<file path="config.mk">
export PLATFORM = sky130hd
export DESIGN_NAME = uart_rx_os16
export DESIGN_NICKNAME = d
export VERILOG_FILES = /design/src/rtl/uart_rx_os16.sv
export SDC_FILE = /design/constraint.sdc
export NUM_CORES = 1
export LEC_CHECK = 0
export CAP_MARGIN = 15
export CORE_MARGIN = 5
export CORE_UTILIZATION = 30
export CTS_CLUSTER_SIZE = 20
export DETAILED_ROUTE_END_ITERATION = 16
export PLACE_DENSITY = 0.45
export SYNTH_ARGS = -nofsm -noshare
export SYNTH_HDL_FRONTEND = slang
export SYNTH_SLANG_ARGS = --single-unit
export TNS_END_PERCENT = 100
</file>
<file path="constraint.sdc">
create_clock -name clk -period 4.24 [get_ports clk]
set_input_delay 1.272 -clock clk [delete_from_list [all_inputs] [get_ports clk]]
set_output_delay 1.272 -clock clk [all_outputs]
set_load 0.05 [all_outputs]
</file>
<file path="src/rtl/uart_rx_os16.sv">
// uart_rx_os16 - UART receiver driven by a 16x-oversample tick.
//
// Recovers 1 start bit, DATA_BITS data bits (LSB first), no parity and
// 1 stop bit. Each bit is decided by a 2-of-3 majority vote of the line
// sampled at oversample ticks 7, 8 and 9. Good frames update data_out with
// a one-clk data_valid strobe. A low stop bit gives a one-clk frame_err
// strobe and sends the receiver to HUNT until the line is seen idle again.
//
// Ports:
//   clk        system clock
//   rst        synchronous active-high reset
//   rx_tick    16x-oversample enable, one clk wide per tick (may be held high)
//   rx_in      asynchronous serial line, idle high
//   data_out   last good received word, held until the next good frame
//   data_valid one-clk pulse, data_out just updated
//   frame_err  one-clk pulse, stop bit voted low
//   busy       high while in START, DATA or STOP
module uart_rx_os16 #(
    parameter int DATA_BITS = 8
) (
    input  logic                 clk,
    input  logic                 rst,
    input  logic                 rx_tick,
    input  logic                 rx_in,
    output logic [DATA_BITS-1:0] data_out,
    output logic                 data_valid,
    output logic                 frame_err,
    output logic                 busy
);

    typedef enum logic [2:0] {
        HUNT,
        IDLE,
        START,
        DATA,
        STOP
    } state_t;

    localparam logic [2:0] LAST_BIT = 3'(DATA_BITS - 1);

    // Two-flop synchronizer; stage 0 samples the raw line.
    logic [1:0] sync_reg;
    logic       rx_s;

    generate
        for (genvar gi = 0; gi < 2; gi++) begin : g_sync
            always_ff @(posedge clk) begin
                if (rst) begin
                    sync_reg[gi] <= 1'b1;
                end else if (gi == 0) begin
                    sync_reg[gi] <= rx_in;
                end else begin
                    sync_reg[gi] <= sync_reg[gi-1];
                end
            end
        end
    endgenerate

    assign rx_s = sync_reg[1];

    state_t                 state_reg, state_next;
    logic [3:0]             tick_cnt_reg, tick_cnt_next;
    logic [2:0]             bit_idx_reg, bit_idx_next;
    logic                   samp7_reg, samp7_next;
    logic                   samp8_reg, samp8_next;
    logic [DATA_BITS-1:0]   shift_reg, shift_next;
    logic [DATA_BITS-1:0]   data_out_reg, data_out_next;
    logic                   data_valid_reg, data_valid_next;
    logic                   frame_err_reg, frame_err_next;
    logic                   busy_reg, busy_next;
    logic                   vote;
    logic                   in_frame;

    // Majority of the two stored samples and the live sample at tick 9.
    assign vote = (samp7_reg & samp8_reg) | (samp7_reg & rx_s) | (samp8_reg & rx_s);
    assign in_frame = (state_reg == START) || (state_reg == DATA) || (state_reg == STOP);

    always_comb begin
        state_next      = state_reg;
        tick_cnt_next   = tick_cnt_reg;
        bit_idx_next    = bit_idx_reg;
        samp7_next      = samp7_reg;
        samp8_next      = samp8_reg;
        shift_next      = shift_reg;
        data_out_next   = data_out_reg;
        data_valid_next = 1'b0;
        frame_err_next  = 1'b0;

        if (rx_tick) begin
            if (in_frame) begin
                tick_cnt_next = tick_cnt_reg + 4'd1;
                if (tick_cnt_reg == 4'd7) begin
                    samp7_next = rx_s;
                end
                if (tick_cnt_reg == 4'd8) begin
                    samp8_next = rx_s;
                end
            end

            case (state_reg)
                HUNT: begin
                    tick_cnt_next = 4'd0;
                    if (rx_s) begin
                        state_next = IDLE;
                    end
                end
                IDLE: begin
                    tick_cnt_next = 4'd0;
                    if (!rx_s) begin
                        // The detection tick is tick 0 of the start bit.
                        state_next    = START;
                        tick_cnt_next = 4'd1;
                    end
                end
                START: begin
                    if (tick_cnt_reg == 4'd9 && vote) begin
                        state_next    = IDLE;
                        tick_cnt_next = 4'd0;
                    end else if (tick_cnt_reg == 4'd15) begin
                        state_next   = DATA;
                        bit_idx_next = 3'd0;
                    end
                end
                DATA: begin
                    if (tick_cnt_reg == 4'd9) begin
                        shift_next = {vote, shift_reg[DATA_BITS-1:1]};
                    end
                    if (tick_cnt_reg == 4'd15) begin
                        if (bit_idx_reg == LAST_BIT) begin
                            state_next = STOP;
                        end else begin
                            bit_idx_next = bit_idx_reg + 3'd1;
                        end
                    end
                end
                STOP: begin
                    // Decide at mid-stop so the next start edge is caught early.
                    if (tick_cnt_reg == 4'd9) begin
                        tick_cnt_next = 4'd0;
                        if (vote) begin
                            data_out_next   = shift_reg;
                            data_valid_next = 1'b1;
                            state_next      = IDLE;
                        end else begin
                            frame_err_next = 1'b1;
                            state_next     = HUNT;
                        end
                    end
                end
                default: begin
                    state_next    = HUNT;
                    tick_cnt_next = 4'd0;
                end
            endcase
        end

        busy_next = (state_next == START) || (state_next == DATA) || (state_next == STOP);
    end

    always_ff @(posedge clk) begin
        if (rst) begin
            state_reg      <= HUNT;
            tick_cnt_reg   <= 4'd0;
            bit_idx_reg    <= 3'd0;
            samp7_reg      <= 1'b1;
            samp8_reg      <= 1'b1;
            shift_reg      <= '0;
            data_out_reg   <= '0;
            data_valid_reg <= 1'b0;
            frame_err_reg  <= 1'b0;
            busy_reg       <= 1'b0;
        end else begin
            state_reg      <= state_next;
            tick_cnt_reg   <= tick_cnt_next;
            bit_idx_reg    <= bit_idx_next;
            samp7_reg      <= samp7_next;
            samp8_reg      <= samp8_next;
            shift_reg      <= shift_next;
            data_out_reg   <= data_out_next;
            data_valid_reg <= data_valid_next;
            frame_err_reg  <= frame_err_next;
            busy_reg       <= busy_next;
        end
    end

    assign data_out   = data_out_reg;
    assign data_valid = data_valid_reg;
    assign frame_err  = frame_err_reg;
    assign busy       = busy_reg;

endmodule

</file>
Yosys cells after proc, flatten, opt, wreduce, memory -nomap -nowiden
Index checks and enable logic that the tools add are counted.
- register bits: 33
- bits of input ports: 4
- $add $sub $neg: 2
- bitwise operators: 8
- muxes and demuxes: 22
- reduce and logical (&&, ||, !) cells: 13
- equality and inequality tests: 16
- operators with widths (operator ; count):
    3-bit two-way mux ; 12
    4-bit case mux with 4 select lines ; 1
    3-bit case mux with 5 select lines ; 1
    3-bit by 2-bit == test with 1-bit output, second input constant ; 4
    4-bit == test, second input constant ; 3
    4-bit two-way mux ; 3
    3-bit == test, second input constant ; 3
    3-bit AND reduction ; 3
    3-bit case mux with 2 select lines ; 1
    6-bit AND reduction ; 1
    4-bit by 1-bit adder with 4-bit output, second input constant ; 1
    4-bit by 3-bit == test with 1-bit output, second input constant ; 1
    1-bit logical OR ; 4
    1-bit two-way mux ; 4
    2-bit by 1-bit inequality test with 1-bit output, second input constant ; 2
    2-bit inequality test, second input constant ; 2
    4-bit AND reduction ; 1
    4-bit OR reduction ; 1
    3-bit by 1-bit adder with 3-bit output, second input constant ; 1
    1-bit bitwise AND ; 3
    3-bit by 1-bit == test with 1-bit output, second input constant ; 1
    3-bit logical NOT ; 1
    1-bit NOT ; 3
    1-bit OR ; 2
    other kinds (2) ; 2

Longest topological paths before layout
Gate-level depths: netlist of run 1.
- depth after elaboration: 10
- mapped depth: 6
- mapped depth without buffers: 6

Worst setup path after synthesis of run 1
Ideal clock, no wire load.
- kind: input-to-reg
- start point: input port rx_tick
- end point: register bit_idx_reg[1]
- slack: 2.069 ns
- required time: 4.169 ns
- buffers on the path: 1
- arrival time: 2.100 ns
- cell stages on the path: 4
- cells stage by stage: buf_2 > nand4b_2 > or3_1 > a21oi_1
- longest elaborated chain between the ends: 1
- RTL lines (item ; RTL line ; source):
    from (decl) ; 23 ; input logic rx_tick,
    6-bit AND reduction (no source line) ; - ;
    to (signal assigned) ; 175 ; bit_idx_reg <= bit_idx_next;
    to (decl) ; 63 ; logic [2:0] bit_idx_reg, bit_idx_next;
Every way passes these cells.
A chain may end at the register's enable or synchronous reset.

Final worst setup path of run 1
- start point: input port rx_tick
- end point: register shift_reg[4]
- longest elaborated chain between the ends: 1
- RTL lines (item ; RTL line ; source):
    3-bit AND reduction (no source line) ; - ;
    to (signal assigned) ; 178 ; shift_reg <= shift_next;
    to (decl) ; 66 ; logic [DATA_BITS-1:0] shift_reg, shift_next;
Every way passes these cells.

==> flow_summary.json, run 1 <==
{
  "fin_setup_tns_ns": 0,
  "nFillCells": 526,
  "area_delta_synth_final_pct": 18.09,
  "vias": 1197,
  "grt.overflow.total": 0,
  "syn_nets": 171,
  "cp-start-kind": "primary input",
  "yosysMostFrequentCell": "dfxtp_1",
  "antenna_cells": 0,
  "fin_worst_skew_ns": 0.001176,
  "cts_tree": "built",
  "status": "finished, final reports clean",
  "path_max_fanout": 16,
  "grt_pass1_vias": 1174,
  "ant_nets": 0,
  "synthTopCellsByCount": "dfxtp_1, nor2_1, mux2i_1, clkbuf_1, inv_1",
  "power_density_mw_per_mm2": 316.3,
  "die_area_sq_mm": 0.006753,
  "drive_gt1_frac": 0.09770,
  "synth_edf_count": 0,
  "dp_hpwl_um": 2339,
  "critical_path_class": "primary input to flop",
  "postCtsSetupBuffers": 0,
  "synth-main-ff-cell": "dfxtp_1",
  "max-slew-margin-rel": 0.4439,
  "synthDistinctLibCells": 49,
  "avgSynthCellArea_sq_um": 9.647,
  "core_sq_mm": 0.005075,
  "multi_input_area_sq_um": 837.1,
  "yosys-top-cells-area": "dfxtp_1, mux2i_1, nor2_1",
  "grt_max_degree": 23,
  "fp.dieH_um": 82.18,
  "drv_slew": 0,
  "async_flop_share": 0,
  "fin_crit_sh": 0.6782,
  "ctsRootBufferMaster": "clkbuf_8",
  "synthCells": 162,
  "hold_viol_final": 0,
  "gp_congestion": 0.7334,
  "portBuffers": 14,
  "cts_buffer_depth": 2,
  "seq_area_sq_um": 660.6,
  "start_util": 0.3079,
  "drc": 0,
  "dr.pass1.iters": 4,
  "cts_max_level": 2,
  "io_pins": 15,
  "path_clk_slew_ns": 0.07,
  "maxCapViolations": 0,
  "grt_first_pass_wirelength_um": 5437,
  "row_count": 26,
  "wl_um": 3272,
  "leakage_uw": 0.0006917,
  "wire_per_inst_um": 13.41,
  "vias_per_cell": 4.906,
  "fin_nets": 183,
  "min_path_type": "flop to flop",
  "worst_ir_drop_vdd_mv": 0.1544,
  "min_period_ns": 2.876,
  "clock.fmax_ghz": 0.3477,
  "yosysSeqAreaShare": 0.4227,
  "grtUsageTotal": 0.1072,
  "setup-violations-final": 0,
  "synth.cell_area_sq_mm": 0.001563,
  "worstMarginPinSlew_ns": 0.8316,
  "rrSetupSlack_ns": 2.31,
  "yosysWarnings": 0,
  "crit_required_ns": 4.41,
  "ctsHoldBuffers": 0,
  "cts.sinks": 33,
  "cts_resized": 0,
  "yosys.area.top_type": "dfxtp_1",
  "synth_seq_cells": 33,
  "fin_util": 0.3637,
  "worst_skew_pair.late_latency_ns": 0.28,
  "end_kind": "flop",
  "antenna_found_initial": 0,
  "numCtsBuffers": 5,
  "synth_top_area_frac": 0.4227,
  "die_w_um": 82.18,
  "drt_iter0_drc": 56,
  "cp.arrival_ns": 3.05,
  "grt_setup_unrepaired": "false"
}
[per-stage QoR]
stage                     cells  instance area, sq um  hold slack [ns]  power, uW  setup slack, ns
after global routing        244                  1846           0.4271      611.6            1.279
after floorplan             162                  1563           0.3895      342.5            2.069
after CTS                   244                  1846           0.4146      595.0            1.370
after global placement      237                  1755           0.4001      350.3            1.137
after detailed placement    237                  1755           0.3987      350.6            1.079
final                       244                  1846           0.4111      583.7            1.364
[metal layers]
layer	global-route usage	routed length, um	vias up
met4	0.03987	47	0
met3	0.04121	125	4
met2	0.1826	1614	16
li1	-	-	596
met1	0.1212	1485	581
met5	0	0	-
[final cells by class]
type                            count  share of cell area
Timing Repair Buffer               15             0.08000
Sequential cell                    33              0.3580
Multi-Input combinational cell    113              0.4536
Clock buffer                        6             0.04475
Clock inverter                      1            0.004068
Tap cell                           70             0.04746
Inverter                            6             0.01220
[cell families after synthesis]
group | Yosys count | share of synthesized area
and+or+nand+nor | 64 | 0.2538
DFF | 33 | 0.4227
AOI/OAI and AO/OA | 24 | 0.1153
buffers and inverters | 16 | 0.04163
muxes | 16 | 0.1025
adders and majority gates | 6 | 0.04724
xor gates and xnor gates | 3 | 0.01682
[report_power, final]
| part | leakage (uW) | switching, uW | internal, uW |
|---|---|---|---|
| registers | 0.000267 | 5.18 | 313 |
| clock network | 0.0000433 | 112 | 128 |
| logic | 0.000382 | 15.1 | 10.6 |
[cells in the final DEF, fill, tap and decap left out, drive strengths merged, types with 2 or more instances in the layout]
master,instances
nand2,5
nor3b,3
inv,6
a211oi,2
xor2,3
nor2,22
clkdlybuf4s50,14
a211o,2
nand3b,5
nand4,2
mux2i,16
or2,3
a21oi,4
ha,5
clkbuf,6
nand4b,2
a21o,2
nor2b,4
dfxtp,33
o211ai,2
nor3,5
and3,2
or3,2
o21ai,2
o21a,2
[critical path, cell delays in order]
cell and delay [ns]:
clkdlybuf4s50_1 0.86, nand4b_1 0.29, nor2_4 0.31, mux2i_1 0.24, nor2_1 0.06
[path summary, 6_finish.rpt]
path | startpoint | end | depth (start not counted)
max | rx_tick | shift_reg[4]$_SDFFE_PP0P_ | 5
min | sync_reg[0]$_SDFF_PP1_ | rx_s$_SDFF_PP1_ | 1
max reg2reg | state_reg[1]$_SDFF_PP0_ | bit_idx_reg[0]$_SDFFE_PP0P_ | 4
min reg2reg | sync_reg[0]$_SDFF_PP1_ | rx_s$_SDFF_PP1_ | 1
(Power assumes the default switching activity.)
==> run 2: changes to the inputs <==
==> constraint.sdc (replaced) <==
create_clock -name clk -period 2.9 [get_ports clk]
set_input_delay 0.87 -clock clk [delete_from_list [all_inputs] [get_ports clk]]
set_output_delay 0.87 -clock clk [all_outputs]
set_load 0.05 [all_outputs]
==> run 2 against run 1 <==
- critical path depth down 4
- power up 65%
- critical endpoint is now data_out[2]
- cell count up 0.82%
- flip-flop and latch count unchanged
- register-to-register slack worse by 1.3 ns
- worst setup slack worse by 0.78 ns
- non-clock buffer count up 1
- design area up 2.0%
- highest routed layer unchanged
- global-route usage up 0.48 points
==> flow_summary.json, run 2 (synthesized netlist as in run 1, its figures left out) <==
{
  "min_path_type": "flop to flop",
  "row_count": 26,
  "fin_worst_skew_ns": 0.006109,
  "path_max_fanout": 2,
  "critical_path_class": "flop to output port",
  "ctsHoldBuffers": 0,
  "status": "finished, final reports clean",
  "max-slew-margin-rel": 0.5188,
  "ant_nets": 0,
  "ctsRootBufferMaster": "clkbuf_8",
  "vias": 1187,
  "hold_viol_final": 0,
  "gp_congestion": 0.8075,
  "worstMarginPinSlew_ns": 0.7196,
  "numCtsBuffers": 5,
  "most-common-layout-cells": "dfxtp_1, nor2_1, mux2i_1, clkdlybuf4s50_1",
  "grt_first_pass_wirelength_um": 5727,
  "setup-violations-final": 0,
  "fin_crit_sh": 0.7998,
  "leakage_uw": 0.0007106,
  "drt_iter0_drc": 97,
  "core_sq_mm": 0.005075,
  "dr.pass1.iters": 4,
  "antenna_found_initial": 0,
  "start_util": 0.3079,
  "cpMaxStageDelayCell": "clkdlybuf4s50_1",
  "critPathMaxStageDelay_ns": 0.81,
  "maxCapViolations": 0,
  "grt_max_degree": 20,
  "cp.arrival_ns": 1.45,
  "clock.fmax_ghz": 0.4312,
  "grtUsageTotal": 0.1120,
  "wl_um": 3225,
  "grt_setup_unrepaired": "false",
  "dp.cells": 238,
  "min_period_ns": 2.319,
  "cts_tree": "built",
  "antenna_cells": 0,
  "path_clk_slew_ns": 0.07,
  "drive_gt1_frac": 0.1080,
  "final_common_cell": "dfxtp_1",
  "worst_skew_pair.late_latency_ns": 0.29,
  "die_area_sq_mm": 0.006753,
  "cts_max_level": 2,
  "fin_nets": 184,
  "drc": 0,
  "portBuffers": 14,
  "cts_resized": 0,
  "total_power_uw": 961.7,
  "cts.sinks": 33,
  "fp.dieH_um": 82.18,
  "cp-start-kind": "flop",
  "critPathBufInv": 1,
  "dp_hpwl_um": 2281,
  "crit_required_ns": 2.03,
  "fin_util": 0.3711,
  "cpLargestDelayFamily": "buffers and inverters",
  "die_w_um": 82.18,
  "power_density_mw_per_mm2": 510.7,
  "drv_slew": 0,
  "fin_setup_tns_ns": 0,
  "cts_buffer_depth": 2,
  "io_pins": 15,
  "worst_ir_drop_vdd_mv": 0.2540,
  "grt.overflow.total": 0,
  "end_kind": "output port",
  "final_cells": 246,
  "vias_per_cell": 4.825,
  "area_delta_synth_final_pct": 20.50,
  "grt_pass1_vias": 1198,
  "path_cells": "clkdlybuf4s50_1",
  "wire_per_inst_um": 13.11,
  "postCtsSetupBuffers": 0
}
-- run 2: cell types whose count changed in the layout (fill, tap and decap cells not counted) --
| cell | previous run | this run |
|---|---|---|
| buf_4 | 1 | 2 |
| bufinv_16 | 0 | 1 |
-- run 2: final timing paths --
path	startpoint	endpoint	slack, ns	cells after the start
max	data_out[2]$_SDFFE_PP0P_	data_out[2]	0.58	1
min	sync_reg[0]$_SDFF_PP1_	rx_s$_SDFF_PP1_	0.41	1
max reg2reg	state_reg[1]$_SDFF_PP0_	bit_idx_reg[0]$_SDFFE_PP0P_	0.99	4
min reg2reg	sync_reg[0]$_SDFF_PP1_	rx_s$_SDFF_PP1_	0.41	1
-- run 2: layer usage --
metal  vias up  routed length (um)  track usage
met1       554                1484       0.1298
li1        603                   -            -
met2        23                1553       0.1874
met4         0                  71      0.05482
met5         -                   0            0
met3         7                 115      0.03362
-- run 2: through the flow --
step,hold WS (ns),instance area [sq um],setup WS (ns)
2_1_floorplan,0.3895,1563,1.131
3_3_place_gp,0.3939,1763,0.4707
3_5_place_dp,0.3972,1763,0.3741
4_1_cts,0.4188,1883,0.5683
5_1_grt,0.4303,1883,0.5195
6_report,0.4142,1883,0.5806
-- run 2: final cells by class --
class                           instances  area (sq um)
Fill cell                             541          3192
Multi-Input combinational cell        113         837.1
Sequential cell                        33         660.6
Timing Repair Buffer                   16         155.1
Tap cell                               70         87.58
Clock buffer                            6         82.58
Clock inverter                          2         37.54
Inverter                                6         22.52
-- run 2: report_power, final --
| group | switching [uW] | internal, uW | total (uW) |
|---|---|---|---|
| logic | 22.2 | 16.3 | 38.5 |
| clock network | 179 | 279 | 459 |
| registers | 7.39 | 457 | 464 |
| total | 209 | 753 | 962 |
-- run 2: worst register-to-register path, cell delays in order (launching register included) --
cell,delay (ns)
dfxtp_1,0.51
nor2b_1,0.51
nand4b_2,0.24
or3_1,0.40
a21oi_1,0.16
